$ cat config.mk
export PLATFORM = sky130hd
export DESIGN_NAME = pag_refill_seq_flat
export DESIGN_NICKNAME = d
export VERILOG_FILES = /design/src/rtl/pag_refill_seq_if.sv /design/src/rtl/pag_refill_seq.sv /design/src/flat_wrapper.sv
export SDC_FILE = /design/constraint.sdc
export NUM_CORES = 1
export LEC_CHECK = 0
export CAP_MARGIN = 20
export CORE_MARGIN = 4
export CORE_UTILIZATION = 40
export CTS_CLUSTER_DIAMETER = 30
export DETAILED_ROUTE_END_ITERATION = 7
export DONT_BUFFER_PORTS = 1
export GPL_TIMING_DRIVEN = 0
export PLACE_DENSITY_LB_ADDON = 0.05
export REMOVE_ABC_BUFFERS = 1
export SLEW_MARGIN = 0
export SYNTH_ARGS = -nofsm -noshare
export SYNTH_HDL_FRONTEND = slang
export SYNTH_SLANG_ARGS = --single-unit
$ cat constraint.sdc
create_clock -name clock -period 2.4 [get_ports clock]
set_clock_uncertainty 0.1 [all_clocks]
set_input_delay 0.48 -clock clock [delete_from_list [all_inputs] [get_ports clock]]
set_output_delay 0.48 -clock clock [all_outputs]
set_load 0.005 [all_outputs]
$ cat src/rtl/pag_refill_seq_if.sv
// Memory read handshake between the page-refill sequencer and the MBOX.
// The sequencer is the master: it issues the request and receives the data.
interface pag_refill_seq_if;
  logic        mem_req;
  logic [21:0] mem_addr;
  logic        mem_ack;
  logic        mem_valid;
  logic [35:0] mem_data;

  modport master (
    output mem_req, mem_addr,
    input  mem_ack, mem_valid, mem_data
  );

  modport slave (
    input  mem_req, mem_addr,
    output mem_ack, mem_valid, mem_data
  );
endinterface

$ cat src/rtl/pag_refill_seq.sv
// Page-refill sequencer: fetches a page-table word on a miss and writes the
// selected half-word into the page-table RAM, or reports a page fail.
module pag_refill_seq #(
  parameter int TIMEOUT = 64,
  parameter int TO_W    = 8
) (
  input  logic             clock,
  input  logic             reset_n,
  input  logic             refill_req,
  input  logic             abort,
  input  logic             vma_user,
  input  logic [12:0]      va,
  input  logic [12:0]      ubr,
  input  logic [12:0]      ebr,
  pag_refill_seq_if.master mem,
  output logic             pt_wr,
  output logic [8:0]       pt_index,
  output logic [17:0]      pt_entry,
  output logic             page_refill_t4,
  output logic             ubr_sel,
  output logic             busy,
  output logic             refill_done,
  output logic             page_fail,
  output logic [1:0]       fail_code
);

  typedef enum logic [3:0] {
    IDLE, T1, REQ, WAIT, DRAIN, CHK, T4, DONE, FAIL
  } state_t;

  state_t      state, next_state;
  logic [12:0] va_q;
  logic        user_q;
  logic [TO_W-1:0] cnt;
  logic [17:0] half_q;
  logic [21:0] addr_q;
  logic        ubr_sel_q;
  logic [1:0]  code_q;

  logic        timeout, capture, cnt_clr, code_set;
  logic [1:0]  code_val;
  logic        per_page;
  logic [12:0] base;
  logic [8:0]  off;
  logic [17:0] half_sel;

  // Bit n of the PDP-10 numbered fields maps to vector bit (last - n).
  assign timeout  = (cnt == TO_W'(TIMEOUT - 1));
  assign half_sel = va_q[0] ? mem.mem_data[17:0] : mem.mem_data[35:18];
  assign per_page = ~va_q[8] & (va_q[7:5] == 3'b111);

  always_comb begin
    base = ebr;
    off  = 9'd0;
    if (user_q) begin
      base = ubr;
      off  = {1'b0, va_q[8:1]};
    end else if (per_page) begin
      base = ubr;
      off  = 9'o400 | {5'b0, va_q[4:1]};
    end else if (va_q[8]) begin
      off  = {1'b0, va_q[8:1]};
    end else begin
      off  = 9'o600 + {2'b0, va_q[7:1]};
    end
  end

  always_comb begin
    next_state = state;
    capture    = 1'b0;
    cnt_clr    = 1'b0;
    code_set   = 1'b0;
    code_val   = 2'd0;
    case (state)
      IDLE: if (refill_req) next_state = T1;
      T1: begin
        cnt_clr = 1'b1;
        if (abort) begin
          next_state = FAIL; code_set = 1'b1; code_val = 2'd2;
        end else begin
          next_state = REQ;
        end
      end
      REQ: begin
        if (mem.mem_ack && mem.mem_valid) begin
          if (abort) begin
            next_state = FAIL; code_set = 1'b1; code_val = 2'd2;
          end else begin
            next_state = CHK; capture = 1'b1;
          end
        end else if (mem.mem_ack) begin
          cnt_clr    = 1'b1;
          next_state = abort ? DRAIN : WAIT;
        end else if (abort) begin
          next_state = FAIL; code_set = 1'b1; code_val = 2'd2;
        end else if (timeout) begin
          next_state = FAIL; code_set = 1'b1; code_val = 2'd1;
        end
      end
      WAIT: begin
        if (mem.mem_valid) begin
          if (abort) begin
            next_state = FAIL; code_set = 1'b1; code_val = 2'd2;
          end else begin
            next_state = CHK; capture = 1'b1;
          end
        end else if (abort) begin
          next_state = DRAIN;
        end else if (timeout) begin
          next_state = FAIL; code_set = 1'b1; code_val = 2'd1;
        end
      end
      // An accepted read must still be drained before the fail is reported.
      DRAIN: if (mem.mem_valid || timeout) begin
        next_state = FAIL; code_set = 1'b1; code_val = 2'd2;
      end
      CHK: begin
        code_set = 1'b1;
        if (abort) begin
          next_state = FAIL; code_val = 2'd2;
        end else if (half_q[17:15] == 3'b000) begin
          next_state = FAIL; code_val = 2'd0;
        end else begin
          next_state = T4; code_set = 1'b0;
        end
      end
      T4:      next_state = DONE;
      DONE:    next_state = IDLE;
      FAIL:    next_state = IDLE;
      default: next_state = IDLE;
    endcase
  end

  always_ff @(posedge clock or negedge reset_n) begin
    if (!reset_n) begin
      state     <= IDLE;
      va_q      <= '0;
      user_q    <= 1'b0;
      cnt       <= '0;
      half_q    <= '0;
      addr_q    <= '0;
      ubr_sel_q <= 1'b0;
      code_q    <= 2'd0;
    end else begin
      state <= next_state;
      if (state == IDLE && refill_req) begin
        va_q   <= va;
        user_q <= vma_user;
        code_q <= 2'd0;
      end
      if (state == T1) begin
        addr_q    <= {base, off};
        ubr_sel_q <= user_q | per_page;
      end
      if (cnt_clr)
        cnt <= '0;
      else if (state == REQ || state == WAIT || state == DRAIN)
        cnt <= cnt + TO_W'(1);
      if (capture)  half_q <= half_sel;
      if (code_set) code_q <= code_val;
    end
  end

  assign mem.mem_req     = (state == REQ);
  assign mem.mem_addr    = addr_q;
  assign ubr_sel         = ubr_sel_q;
  assign pt_wr           = (state == T4);
  assign page_refill_t4  = (state == T4);
  assign pt_index        = (state == T4) ? va_q[8:0] : 9'd0;
  assign pt_entry        = (state == T4) ? half_q : 18'd0;
  assign busy            = (state != IDLE);
  assign refill_done     = (state == DONE);
  assign page_fail       = (state == FAIL);
  assign fail_code       = code_q;

endmodule

$ cat src/flat_wrapper.sv
// flat-port wrapper written by rule: the top's interface ports become plain ports
module pag_refill_seq_flat 
#(
  parameter int TIMEOUT = 64,
  parameter int TO_W    = 8
)
  (clock, reset_n, refill_req, abort, vma_user, va, ubr, ebr, pt_wr, pt_index, pt_entry, page_refill_t4, ubr_sel, busy, refill_done, page_fail, fail_code, mem_mem_req, mem_mem_addr, mem_mem_ack, mem_mem_valid, mem_mem_data);
  pag_refill_seq_if mem_i ();
  input  logic clock;
  input  logic reset_n;
  input  logic refill_req;
  input  logic abort;
  input  logic vma_user;
  input  logic [12:0] va;
  input  logic [12:0] ubr;
  input  logic [12:0] ebr;
  output logic pt_wr;
  output logic [8:0] pt_index;
  output logic [17:0] pt_entry;
  output logic page_refill_t4;
  output logic ubr_sel;
  output logic busy;
  output logic refill_done;
  output logic page_fail;
  output logic [1:0] fail_code;
  output wire logic [$bits(mem_i.mem_req)-1:0] mem_mem_req;
  output wire logic [$bits(mem_i.mem_addr)-1:0] mem_mem_addr;
  input wire logic [$bits(mem_i.mem_ack)-1:0] mem_mem_ack;
  input wire logic [$bits(mem_i.mem_valid)-1:0] mem_mem_valid;
  input wire logic [$bits(mem_i.mem_data)-1:0] mem_mem_data;
  assign mem_mem_req = mem_i.mem_req;
  assign mem_mem_addr = mem_i.mem_addr;
  assign mem_i.mem_ack = mem_mem_ack;
  assign mem_i.mem_valid = mem_mem_valid;
  assign mem_i.mem_data = mem_mem_data;
  pag_refill_seq #(.TIMEOUT(TIMEOUT), .TO_W(TO_W)) u_core (.clock(clock), .reset_n(reset_n), .refill_req(refill_req), .abort(abort), .vma_user(vma_user), .va(va), .ubr(ubr), .ebr(ebr), .mem(mem_i), .pt_wr(pt_wr), .pt_index(pt_index), .pt_entry(pt_entry), .page_refill_t4(page_refill_t4), .ubr_sel(ubr_sel), .busy(busy), .refill_done(refill_done), .page_fail(page_fail), .fail_code(fail_code));
endmodule
==> summary.txt <==
Place
  • Dpl ws: -0.2945 ns
  • Placed cell area: 3518 um2
  • Buffers on Ports: 0
  • Final HPWL DP: 5.612 mm
  • GPL Wtd Cong: 0.8185

Floorplanning
  • Die span in y: 101.5 um
  • Initial core utilization: 41.93%
  • Ports: 140
  • Die Width: 101.5 um
  • Die footprint: 10300 um2
  • Cell Rows: 33
  • Core area: 8341 um2

GRT
  • First-pass GRT wire length: 13.02 mm
  • Initial antenna violation count: 0
  • Global router's overall resource usage: 16.29%
  • Number of global-route vias before repair: 2429
  • Grt ovf: 0
  • Pin count of the biggest net entering global routing: 66

Final layout
  • Layout cell share with drive strength beyond 1: 14.45%
  • Finished Core Util: 46.38%
  • Most frequent cells in the layout: dfrtp_1, nand2_1, mux2i_1
  • # fillers: 821
  • Final #Nets: 431
  • Most common cell after layout, fill and taps aside: dfrtp_1
  • Area grow syn2layout: 10.63%
  • Diode count: 0
  • Post-route design area: 3869 um2

Pwr
  • Sw frac: 38.40%
  • Seq pwr share: 44.4%
  • Leakage: 1.654 nW
  • Clock power share: 21.0%
  • Internal power: 2.976 mW
  • Comb pwr share: 34.6%
  • Worst vdd ir: 0.6602 mV
  • Power Density: 1249 nW/um2
  • P_sw: 1.856 mW

Timing
  • Setup TNS: 0 ns
  • Pins over their slew limit: 0
  • # setup viols final: 0
  • Slew @ Worst Pin: 1.028 ns
  • Peak Freq: 436.9 MHz
  • Slew headroom: 31.46%
  • Tcrit/Tclk final: 95.38%
  • Setup WS post-layout: 0.1109 ns
  • Final hold vios: 0
  • RSZ-0062 raised after global routing: true
  • Min Tclk post-route: 2.289 ns

Setup path
  • Setup crit end kind: primary output
  • Worst path arrival time: 1.71 ns
  • R2R Setup Slk: 0.29 ns
  • Crit start category: flop
  • Worst EP required: 1.82 ns
  • CP max FO: 17
  • Crit path kind: flop to primary output

Logic synthesis
  • YS warnings: 0
  • Synth cell types: 50
  • Prevailing post-synth register cell: dfrtp_1
  • Sequential share of the synthesized area: 46.51%
  • Number of synthesized flops with an enable pin: 0
  • Cell count after synthesis: 353
  • Post-synth ARST share: 100.0%
  • Syn_area_per_cell: 9.907 um2
  • Flops & latches, synth: 65
  • Post-synth design cell area: 3497 um2

Detailed routing
  • DR vias/cell: 5.463
  • Drt pass-1 iters: 4
  • Routed WL: 8.348 mm
  • Initial DRC Count: 105
  • DRC violations left: 0
  • Antenna Nets Post-Route: 0
  • Vias: 2502
  • WL per Instance: 18.23 um

Clocking
  • Clk buf depth: 2
  • CTS H-Tree Depth: 3
  • Root buffer cell: clkbuf_8
  • Clk slew on worst S/H paths: 0.08 ns
  • CTS tree: built
  • Worst-skew pair later-pin latency: 0.34 ns
  • Clk sink count: 65
  • CTS buffer count: 9

Job
  • MaxCap Viol Count: 0

Hold path
  • Hold Path Class: input pin to flop

Run status
  • Status: complete, no violations
[worst max-delay path, stage by stage, from the launching register on]
cell and delay [ns]:
dfrtp_4 0.61, clkinvlp_4 0.25, and3_2 0.32, and2_1 0.19
[per-stage QoR]
| step | hold WS, ns | instances | power (mW) |
|---|---|---|---|
| finish | 0.1874 | 458 | 4.832 |
| global route | 0.1613 | 458 | 5.262 |
| detailed placement | 0.08650 | 435 | 3.714 |
| global placement | 0.08623 | 434 | 3.673 |
| CTS | 0.1680 | 456 | 4.821 |
| floorplan | 0.08441 | 329 | 3.267 |
[power groups by stage]
| stage | clock [mW] | combinational [mW] | sequential, mW |
|---|---|---|---|
| after global routing | 1.11 | 1.91 | 2.24 |
| after global placement | 0 | 1.53 | 2.14 |
| final | 1.02 | 1.67 | 2.14 |
| after CTS | 1.06 | 1.61 | 2.15 |
| after detailed placement | 0 | 1.56 | 2.16 |
| after floorplan | 0 | 1.27 | 1.99 |
[Yosys cell counts, types with 2 or more instances]
cell type	number	area share (%)
nand3_1	5	0.72
dfrtp_1	65	47
mux2i_1	32	9.2
buf_2	7	1.0
nor4_1	2	0.36
mux2_2	11	3.5
nor2b_1	2	0.36
a2111oi_4	3	2.4
inv_1	4	0.43
and3_1	3	0.54
buf_4	2	0.43
and2_1	29	5.2
a21oi_1	23	3.3
o211ai_1	4	0.86
o21ai_0	18	2.6
o2111ai_1	3	0.75
nor2_1	30	3.2
buf_6	2	0.64
xnor2_1	6	1.5
nand2b_1	5	0.89
nand3b_1	2	0.43
o31ai_1	3	0.64
clkbuf_1	13	1.4
a32oi_1	3	0.75
nor3_1	5	0.72
a211oi_1	2	0.43
nand2_1	46	4.9
[kinds of logic after synthesis]
family	after synthesis	share of synthesized area [%]
simple gates	140	20.54
buf+inv	28	3.900
flops	65	46.51
mux	43	12.70
xor+xnor	6	1.503
compound gates	70	14.49
fa+ha+maj	1	0.3577
[final cells by class]
type,instances,area (um2),share of cell area (%)
timing repair buffer,6,91.34,2.361
clock inverter,6,92.59,2.393
inverter,4,18.77,0.4851
tap,105,131.4,3.396
multi-input combinational,262,1773,45.83
clock buffer,10,127.6,3.299
sequential,65,1634,42.24
[metal layers]
metal	GRT usage, %	wire length (um)	vias to the layer above
met4	4.397	90	0
met3	5.510	554	7
met1	22.85	3939	1184
met5	0	0	-
li1	-	-	1238
met2	24.09	3763	73
[registers in the layout, indices dropped and copies added, names as in the netlist]
signal               count
u_core.fail_code         2
u_core.user_q            1
u_core.mem.mem_addr     22
u_core.state             4
u_core.half_q           18
u_core.cnt               8
u_core.ubr_sel           1
u_core.va_q              9
[what timing repair did]
item | 4_1_cts | 5_1_grt
cloned | 2 | 0
buffers inserted | 1 | 0
hold endpoints to repair | 65 | 0
setup endpoints to repair | 52 | 42
hold buffers | 2 | 0
resized for setup | 6 | 7
pin swaps | 2 | 0
[path summary, 6_finish.rpt]
path,startpoint,endpoint,cells past startpoint
setup / recovery,u_core.state[3],pt_entry[16],3
hold / removal,va[1],u_core.va_q[1],1
setup reg to reg,u_core.state[2],u_core.cnt[1],4
hold reg to reg,u_core.va_q[2],u_core.mem.mem_addr[1],2
max in group asynchronous,reset_n,u_core.state[0],2
min in group asynchronous,reset_n,u_core.half_q[3],2
Power figures use the tool's default switching activity.
